[src/rtl/pc_sequencer.sv]
// pc_sequencer: multi-cycle control FSM that steps the PC through
// IF/ID/EX/MEM/WB and drives the fetch, decode and write-back strobes.
module pc_sequencer #(
  parameter logic [31:0] RESET_VECTOR = 32'h0000_3000,
  parameter logic [5:0]  HALT_OP      = 6'b111111
) (
  input  logic               clk,
  input  logic               reset,
  input  logic [5:0]         opcode,
  input  logic [25:0]        jaddr,
  input  logic signed [31:0] imm,
  input  logic               zero,
  input  logic [31:0]        pc_cur,
  input  logic               mem_ready,
  output logic               mem_req,
  output logic               ir_we,
  output logic               pc_we,
  output logic [31:0]        pc_next,
  output logic [31:0]        pc_reset_data,
  output logic               reg_we,
  output logic [2:0]         state,
  output logic               halted
);

  localparam logic [5:0] OP_RTYPE = 6'b000000;
  localparam logic [5:0] OP_J     = 6'b000010;
  localparam logic [5:0] OP_BEQ   = 6'b000100;
  localparam logic [5:0] OP_LW    = 6'b100011;
  localparam logic [5:0] OP_SW    = 6'b101011;

  typedef enum logic [2:0] {
    S_IF   = 3'd0,
    S_ID   = 3'd1,
    S_EX   = 3'd2,
    S_MEM  = 3'd3,
    S_WB   = 3'd4,
    S_HALT = 3'd5
  } state_t;

  state_t     state_q, state_d;
  logic [5:0] op_q;

  // Sequential fetch: wraps modulo 2^32 through natural 32-bit truncation.
  function automatic logic [31:0] pc_inc(input logic [31:0] pc);
    return pc + 32'd4;
  endfunction

  // Pseudo-direct jump: keep the top nibble of the current PC.
  function automatic logic [31:0] jump_target(input logic [31:0] pc,
                                              input logic [25:0] ja);
    return {pc[31:28], ja, 2'b00};
  endfunction

  // Branch offset is a signed word count; scale to bytes and add modulo 2^32.
  function automatic logic [31:0] branch_target(input logic [31:0] pc,
                                                input logic signed [31:0] off);
    logic signed [31:0] off_bytes;
    off_bytes = off <<< 2;
    return pc + $unsigned(off_bytes);
  endfunction

  assign pc_reset_data = RESET_VECTOR;
  assign state         = state_q;

  // State register and opcode latch; reset abandons any outstanding request.
  always_ff @(posedge clk or posedge reset) begin
    if (reset) begin
      state_q <= S_IF;
      op_q    <= 6'd0;
    end else begin
      state_q <= state_d;
      if (state_q == S_ID) op_q <= opcode;
    end
  end

  // Next-state decode; undefined encodings fall back to IF.
  always_comb begin
    state_d = S_IF;
    case (state_q)
      S_IF:   state_d = mem_ready ? S_ID : S_IF;
      S_ID: begin
        if (opcode == OP_J)         state_d = S_IF;
        else if (opcode == HALT_OP) state_d = S_HALT;
        else                        state_d = S_EX;
      end
      S_EX: begin
        if (op_q == OP_RTYPE)                     state_d = S_WB;
        else if (op_q == OP_LW || op_q == OP_SW)  state_d = S_MEM;
        else                                      state_d = S_IF;
      end
      S_MEM: begin
        if (!mem_ready)          state_d = S_MEM;
        else if (op_q == OP_LW)  state_d = S_WB;
        else                     state_d = S_IF;
      end
      S_WB:   state_d = S_IF;
      S_HALT: state_d = S_HALT;
      default: state_d = S_IF;
    endcase
  end

  // Strobe and PC-source decode; everything is held low while reset is high.
  always_comb begin
    mem_req = 1'b0;
    ir_we   = 1'b0;
    pc_we   = 1'b0;
    reg_we  = 1'b0;
    halted  = 1'b0;
    pc_next = pc_cur;
    if (!reset) begin
      case (state_q)
        S_IF: begin
          mem_req = 1'b1;
          if (mem_ready) begin
            ir_we   = 1'b1;
            pc_we   = 1'b1;
            pc_next = pc_inc(pc_cur);
          end
        end
        S_ID: begin
          if (opcode == OP_J) begin
            pc_we   = 1'b1;
            pc_next = jump_target(pc_cur, jaddr);
          end
        end
        S_EX: begin
          if (op_q == OP_BEQ && zero) begin
            pc_we   = 1'b1;
            pc_next = branch_target(pc_cur, imm);
          end
        end
        S_MEM:  mem_req = 1'b1;
        S_WB:   reg_we  = 1'b1;
        S_HALT: halted  = 1'b1;
        default: ;
      endcase
    end
  end

endmodule

[config.mk]
export PLATFORM = sky130hd
export DESIGN_NAME = pc_sequencer
export DESIGN_NICKNAME = d
export VERILOG_FILES = /design/src/rtl/pc_sequencer.sv
export SDC_FILE = /design/constraint.sdc
export NUM_CORES = 1
export LEC_CHECK = 0
export ABC_AREA = 1
export BUFFER_PORTS_ARGS = -buffer_cell sky130_fd_sc_hd__buf_2
export CAP_MARGIN = 20
export CORE_UTILIZATION = 45
export CTS_BUF_LIST = sky130_fd_sc_hd__clkbuf_4 sky130_fd_sc_hd__clkbuf_8
export DETAILED_ROUTE_END_ITERATION = 10
export PLACE_DENSITY = 0.73
export SLEW_MARGIN = 20
export SYNTH_ARGS = -nofsm -noshare
export SYNTH_HDL_FRONTEND = slang
export SYNTH_SLANG_ARGS = --single-unit
[constraint.sdc]
create_clock -name clk -period 2.5 [get_ports clk]
set_input_delay 0.375 -clock clk [delete_from_list [all_inputs] [get_ports clk]]
set_output_delay 0.375 -clock clk [all_outputs]
set_load 0.01 [all_outputs]
======== Word level (Yosys, flattened, before mapping) ========
Cells that the tools add are included.
word-level totals
  register bits ........................... 9
  bits of input ports ..................... 100
  output and inout port bits .............. 72
  word-level logic and storage cells ...... 45
cells by class
  add/subtract/negate cells ............... 2
  eq/ne operators ......................... 10
  muxes and demuxes ....................... 26
  reductions and logical operators ........ 5
operators with widths
  operator                                              number
  2-to-1 mux 32 bit                                     3
  case mux 32 bit (3 select lines)                      1
  adder 32 x 3 -> 32 bit (second input constant)        1
  adder 32 bit                                          1
  2-to-1 mux 28 bit                                     1
  equality test 6 bit (second input constant)           3
  2-to-1 mux 3 bit                                      5
  case mux 3 bit (5 select lines)                       1
  2-to-1 mux 1 bit                                      13
  equality test 3 x 2 -> 1 bit (second input constant)  2
  equality test 3 bit (second input constant)           2
  equality test 6 x 2 -> 1 bit (second input constant)  1
  equality test 6 x 3 -> 1 bit (second input constant)  1
  logical NOT 6 bit                                     1
  equality test 3 x 1 -> 1 bit (second input constant)  1
  logical NOT 3 bit                                     1
  case mux 1 bit (3 select lines)                       1
  2-to-1 mux 2 bit                                      1
  OR reduction 2 bit                                    1
  logical AND 1 bit                                     1
  logical OR 1 bit                                      1

======== Logic depth before layout (Yosys ltp) ========
  word-level depth ........................ 5
  mapped depth ............................ 15
  mapped depth without buffers ............ 15

======== Worst setup path before layout ========
Ideal clock, no wire load.
  kind .................................... input to output
  start ................................... in imm[0]
  end ..................................... out pc_next[16]
  data arrival time ....................... 1.909 ns
  data required time ...................... 2.125 ns
  setup slack ............................. 0.216 ns
  stages .................................. 14
  path buffers ............................ 0
  cells stage by stage .................... ha_1 inv_1 fa_1 inv_1 nand3_1 nand3_1 nand2_1 nand2_1 inv_1 nor2_1 nor2_1 nand2_1 nand3_1 a22oi_1
between the ends
  word-level cells in the longest chain between the ends .. 4
ends and longest elaborated chain
  item                              RTL line  text
  start, declared                   11        input logic signed [31:0] imm,
  adder 32 bit                      59        return pc + $unsigned(off_bytes);
  2-to-1 mux 32 bit                 127       if (op_q == OP_BEQ && zero) begin
  case mux 32 bit (3 select lines)  111       case (state_q)
  2-to-1 mux 32 bit                 110       if (!reset) begin
  end, declared                     18        output logic [31:0] pc_next,
No other way between the ends.

======== Worst setup path after layout ========
  start ................................... in pc_cur[2]
  end ..................................... out pc_next[16]
between the ends
  word-level cells in the longest chain between the ends .. 4
  elaborated cells between the ends (all ways) .. 6
  classes of those cells .................. add/sub: 2; mux: 4
ends and longest elaborated chain
  item                                                           RTL line  text
  start, declared                                                13        input logic [31:0] pc_cur,
  adder 32 bit / adder 32 x 3 -> 32 bit (equally long branches)  59, 45
  2-to-1 mux 32 bit (on tied branches)                           127, 114
  case mux 32 bit (3 select lines) (*)                           111
  2-to-1 mux 32 bit (*)                                          110
Every way passes the cells marked *; elsewhere a longest branch is shown, timed or not.

==> load_flow_metrics.sql <==
INSERT INTO impl_metrics (metric_group, metric, value, unit) VALUES
('status', 'run_status', 'complete, no violations', ''),
('sta', 'timing.final.max_slew_violations', '0', ''),
('logic_synthesis', 'synthDistinctLibCells', '47', ''),
('sta', 'finalHoldViolCount', '0', ''),
('logic_synthesis', 'synth_edf_count', '0', ''),
('global_routing', 'globalRouteMet2Util', '51.7', '%'),
('global_routing', 'antenna_found_initial', '0', ''),
('global_routing', 'use_met1', '39.3', '%'),
('global_routing', 'grt_busiest_layer', 'met2', ''),
('drt', 'drtIter0Drc', '597', ''),
('global_routing', 'maximum_number_of_pins_on_one_net_before_global_route_repair', '29', ''),
('floorplan', 'ios', '172', ''),
('power', 'fin_total_pwr', '3.09', 'mW'),
('clock_network', 'clock_tree.root_cell', 'clkbuf_8', ''),
('power', 'vdd_drop_max', '0.486', 'mV'),
('logic_synthesis', 'yosys_register_bits', '9', ''),
('global_routing', 'groute.layer.met3.usage', '2.97', '%'),
('drt', 'via_per_inst', '5.36', ''),
('place', 'port_buffers', '137', ''),
('floorplan', 'start_util', '46.5', '%'),
('logic_synthesis', 'part_of_the_yosys_area_used_for_sequential_elements', '4.67', '%'),
('drt', 'finalWirelength', '18600', 'um'),
('logic_synthesis', 'synth_top_cells_by_area', 'nand2_1 (25%), inv_1 (11%), ha_1 (7.8%), nor2_1 (7.6%), nand3_1 (7.6%)', ''),
('place', 'gp_congestion', '0.993', ''),
('setup_path', 'worstPathArrival', '2.10', 'ns'),
('clock_network', 'clock_sinks', '9', ''),
('sta', 'finalCritPeriodShare', '98.9', '%'),
('logic_synthesis', 'yosys_most_used_dff', 'dfrtp_1', ''),
('global_routing', 'gr-total-overflow', '0', ''),
('sta', 'fin_worst_hold_slack', '0.199', 'ns'),
('floorplan', 'die_area', '0.0111', 'mm2'),
('clock_network', 'cts_tree', 'built', ''),
('logic_synthesis', 'ys.warnings.count', '0', ''),
('setup_path', 'worst_path_required', '2.12', 'ns'),
('layout', 'n_fill_cell', '1000', ''),
('sta', 'upper_clock_frequency_limit', '404', 'MHz'),
('layout', 'finished_cell_area', '0.00675', 'mm2'),
('place', 'placedInstanceArea', '0.00592', 'mm2'),
('power', 'cellPowerDensity', '458', 'mW/mm2'),
('global_routing', 'grt_pass1_wl', '27100', 'um'),
('sta', 'rsz0062_at_grt', 'yes', ''),
('logic_synthesis', 'yosysTopAreaCell', 'nand2_1', ''),
('logic_synthesis', 'synth_largest_type_area_fraction', '24.7', '%'),
('sta', 'final-setup-viol-count', '0', ''),
('drt', 'detail_route.first_pass.iterations', '5', ''),
('global_routing', 'global_route.usage.total', '30.3', '%'),
('drt', 'wire_per_inst', '14.5', 'um'),
('logic_synthesis', 'synth_area_per_cell', '5.12', 'um2'),
('clock_network', 'worst_skew_pair.late_latency', '0.23', 'ns'),
('setup_path', 'critPathMaxFanout', '4', ''),
('layout', 'drive_above_1_share', '33.5', '%'),
('layout', 'antenna_cells_inserted', '0', ''),
('logic_synthesis', 'synth_async_sr_flop_share', '100', '%'),
('layout', 'area_taken_by_multi_input_logic_gates', '0.00444', 'mm2'),
('floorplan', 'core.rowCount', '37', ''),
('layout', 'register_area', '228', 'um2'),
('floorplan', 'core_area', '0.0104', 'mm2'),
('global_routing', 'vias_in_the_first_global_route', '5831', ''),
('place', 'hpwl', '14700', 'um'),
('sta', 'worst_pin_slew', '0.530', 'ns'),
('clock_network', 'cts_max_path_buffers', '2', ''),
('setup_path', 'critical_path_class', 'in -> out', ''),
('logic_synthesis', 'synthesis.instances', '941', ''),
('setup_path', 'crit_path_end_kind', 'output pin', ''),
('job', 'cap_violations', '0', ''),
('clock_network', 'clk_pin_slew', '0.05', 'ns'),
('floorplan', 'die_width', '105', 'um'),
('layout', 'finish.net_count', '1274', ''),
('drt', 'drt_drc_violations_left', '0', ''),
('power', 'leakage', '3.60', 'nW'),
('sta', 'final_total_negative_setup_slack', '0', 'ns'),
('sta', 'max-slew-margin-rel', '64.3', '%'),
('drt', 'drtAntennaViolNets', '0', ''),
('clock_network', 'number_of_h_tree_branching_levels', '1', ''),
('layout', 'flow.area_growth_from_synthesis', '40.1', '%'),
('sta', 'fin_crit', '2.47', 'ns'),
('floorplan', 'die_height', '105', 'um'),
('sta', 'fin_skew', '0.00383', 'ns'),
('logic_synthesis', 'synth.cell_area', '0.00482', 'mm2'),
('setup_path', 'critical_path.startpoint_type', 'primary input', ''),
('drt', 'number_of_vias_in_the_routed_layout', '6853', ''),
('hold_path', 'hold_path.class', 'in -> async', ''),
('clock_network', 'cts_buffers', '3', '');
[state kept, by name, summed over array words and instances (netlist names)]
signal	count
op_q	6
state	3
[through the flow]
step | util (%) | setup WS, ns | instances
6_report | 65.1 | 0.0278 | 1278
5_1_grt | 65.1 | -0.0608 | 1278
4_1_cts | 58.0 | -0.0199 | 1268
3_5_place_dp | 57.1 | -0.168 | 1264
3_3_place_gp | 57.1 | -0.107 | 1264
2_1_floorplan | - | 0.216 | 971
[power by group]
part | internal (mW) | total [mW] | switching (mW)
combinational | 1.01 | 2.64 | 1.63
clock | 0.122 | 0.178 | 0.0566
sequential | 0.213 | 0.270 | 0.0573
[cells in the final DEF, fill, tap and decap left out, types with 10 or more instances in the layout]
cell type  Yosys  layout
conb_1         2      32
a21oi_2        2      18
nor3_1        15      10
nand3_1       73      58
nand2_2       10      30
a21oi_1       56      40
ha_4           0      23
nor2_2         7      21
o21ai_0       39      34
nand2_1      317     294
inv_2          5      10
nand4_1       15      15
buf_2          3     135
nand3_2        0      13
inv_1        145     138
nor2_1        98      78
nand3b_1      10      10
nor2_4         6      12
buf_4         34      71
[per-layer routing]
| metal | wire, um | up-vias |
|---|---|---|
| met5 | 0 | - |
| met4 | 693 | 0 |
| met3 | 1850 | 48 |
| met2 | 8580 | 413 |
| met1 | 7440 | 3046 |
| li1 | - | 3346 |
[worst max-delay path, cell delays in order]
cell and delay, ns:
buf_8 0.09, ha_4 0.13, inv_2 0.04, fa_2 0.39
inv_2 0.07, nand3_2 0.08, nand3_4 0.10, nand2_2 0.08
nand2_4 0.09, inv_2 0.05, nor2_4 0.10, nor2_1 0.04
nand2_1 0.07, nand3_2 0.10, a22oi_2 0.13, buf_2 0.15
[path summary, 6_finish.rpt]
path | from | to | slack, ns | cells after the start
worst min-delay path | reset | op_q[3] | 0.20 | 2
worst min register to register | op_q[4] | op_q[4] | 0.53 | 2
max in group asynchronous | reset | state[0] | 1.97 | 2
worst max-delay path | pc_cur[2] | pc_next[16] | 0.03 | 16
min in group clk | opcode[1] | op_q[1] | 0.39 | 3
worst max register to register | op_q[4] | state[0] | 1.05 | 5
[synthesized netlist by cell type, types with 7 or more instances]
library cell,n
a21oi_1,56
buf_4,34
dfrtp_1,9
ha_1,30
inv_1,145
nand2_1,317
nand2_2,10
nand3_1,73
nand3b_1,10
nand4_1,15
nor2_1,98
nor2_2,7
nor3_1,15
o21ai_0,39
[kinds of logic (layout without fill, tap and decap cells)]
kind of cell | Yosys count | count (layout) | share of synthesized area (%)
other cells | 2 | 32 | 0.156
xor+xnor | 4 | 4 | 0.727
buf+inv | 196 | 367 | 19.1
compound gates | 133 | 133 | 15.7
simple gates | 566 | 566 | 51.4
flops | 9 | 9 | 4.67
fa+ha+maj | 31 | 31 | 8.21
[what timing repair did]
action,CTS,global route
resized for setup,11,146
gates cloned,0,1
setup endpoints to repair,16,28
buffers inserted,0,9
hold buffers,0,0
pin swaps,2,32
[cell type report]
type	instances	share of cell area, %
clock buffers	4	0.723
inverters	150	8.43
multi-input cells	766	65.8
flip-flops and latches	9	3.37
well taps	136	2.52
repair buffers	212	19.1
repair inverters	1	0.0741
Note: power is estimated with default switching activity, not from simulation.
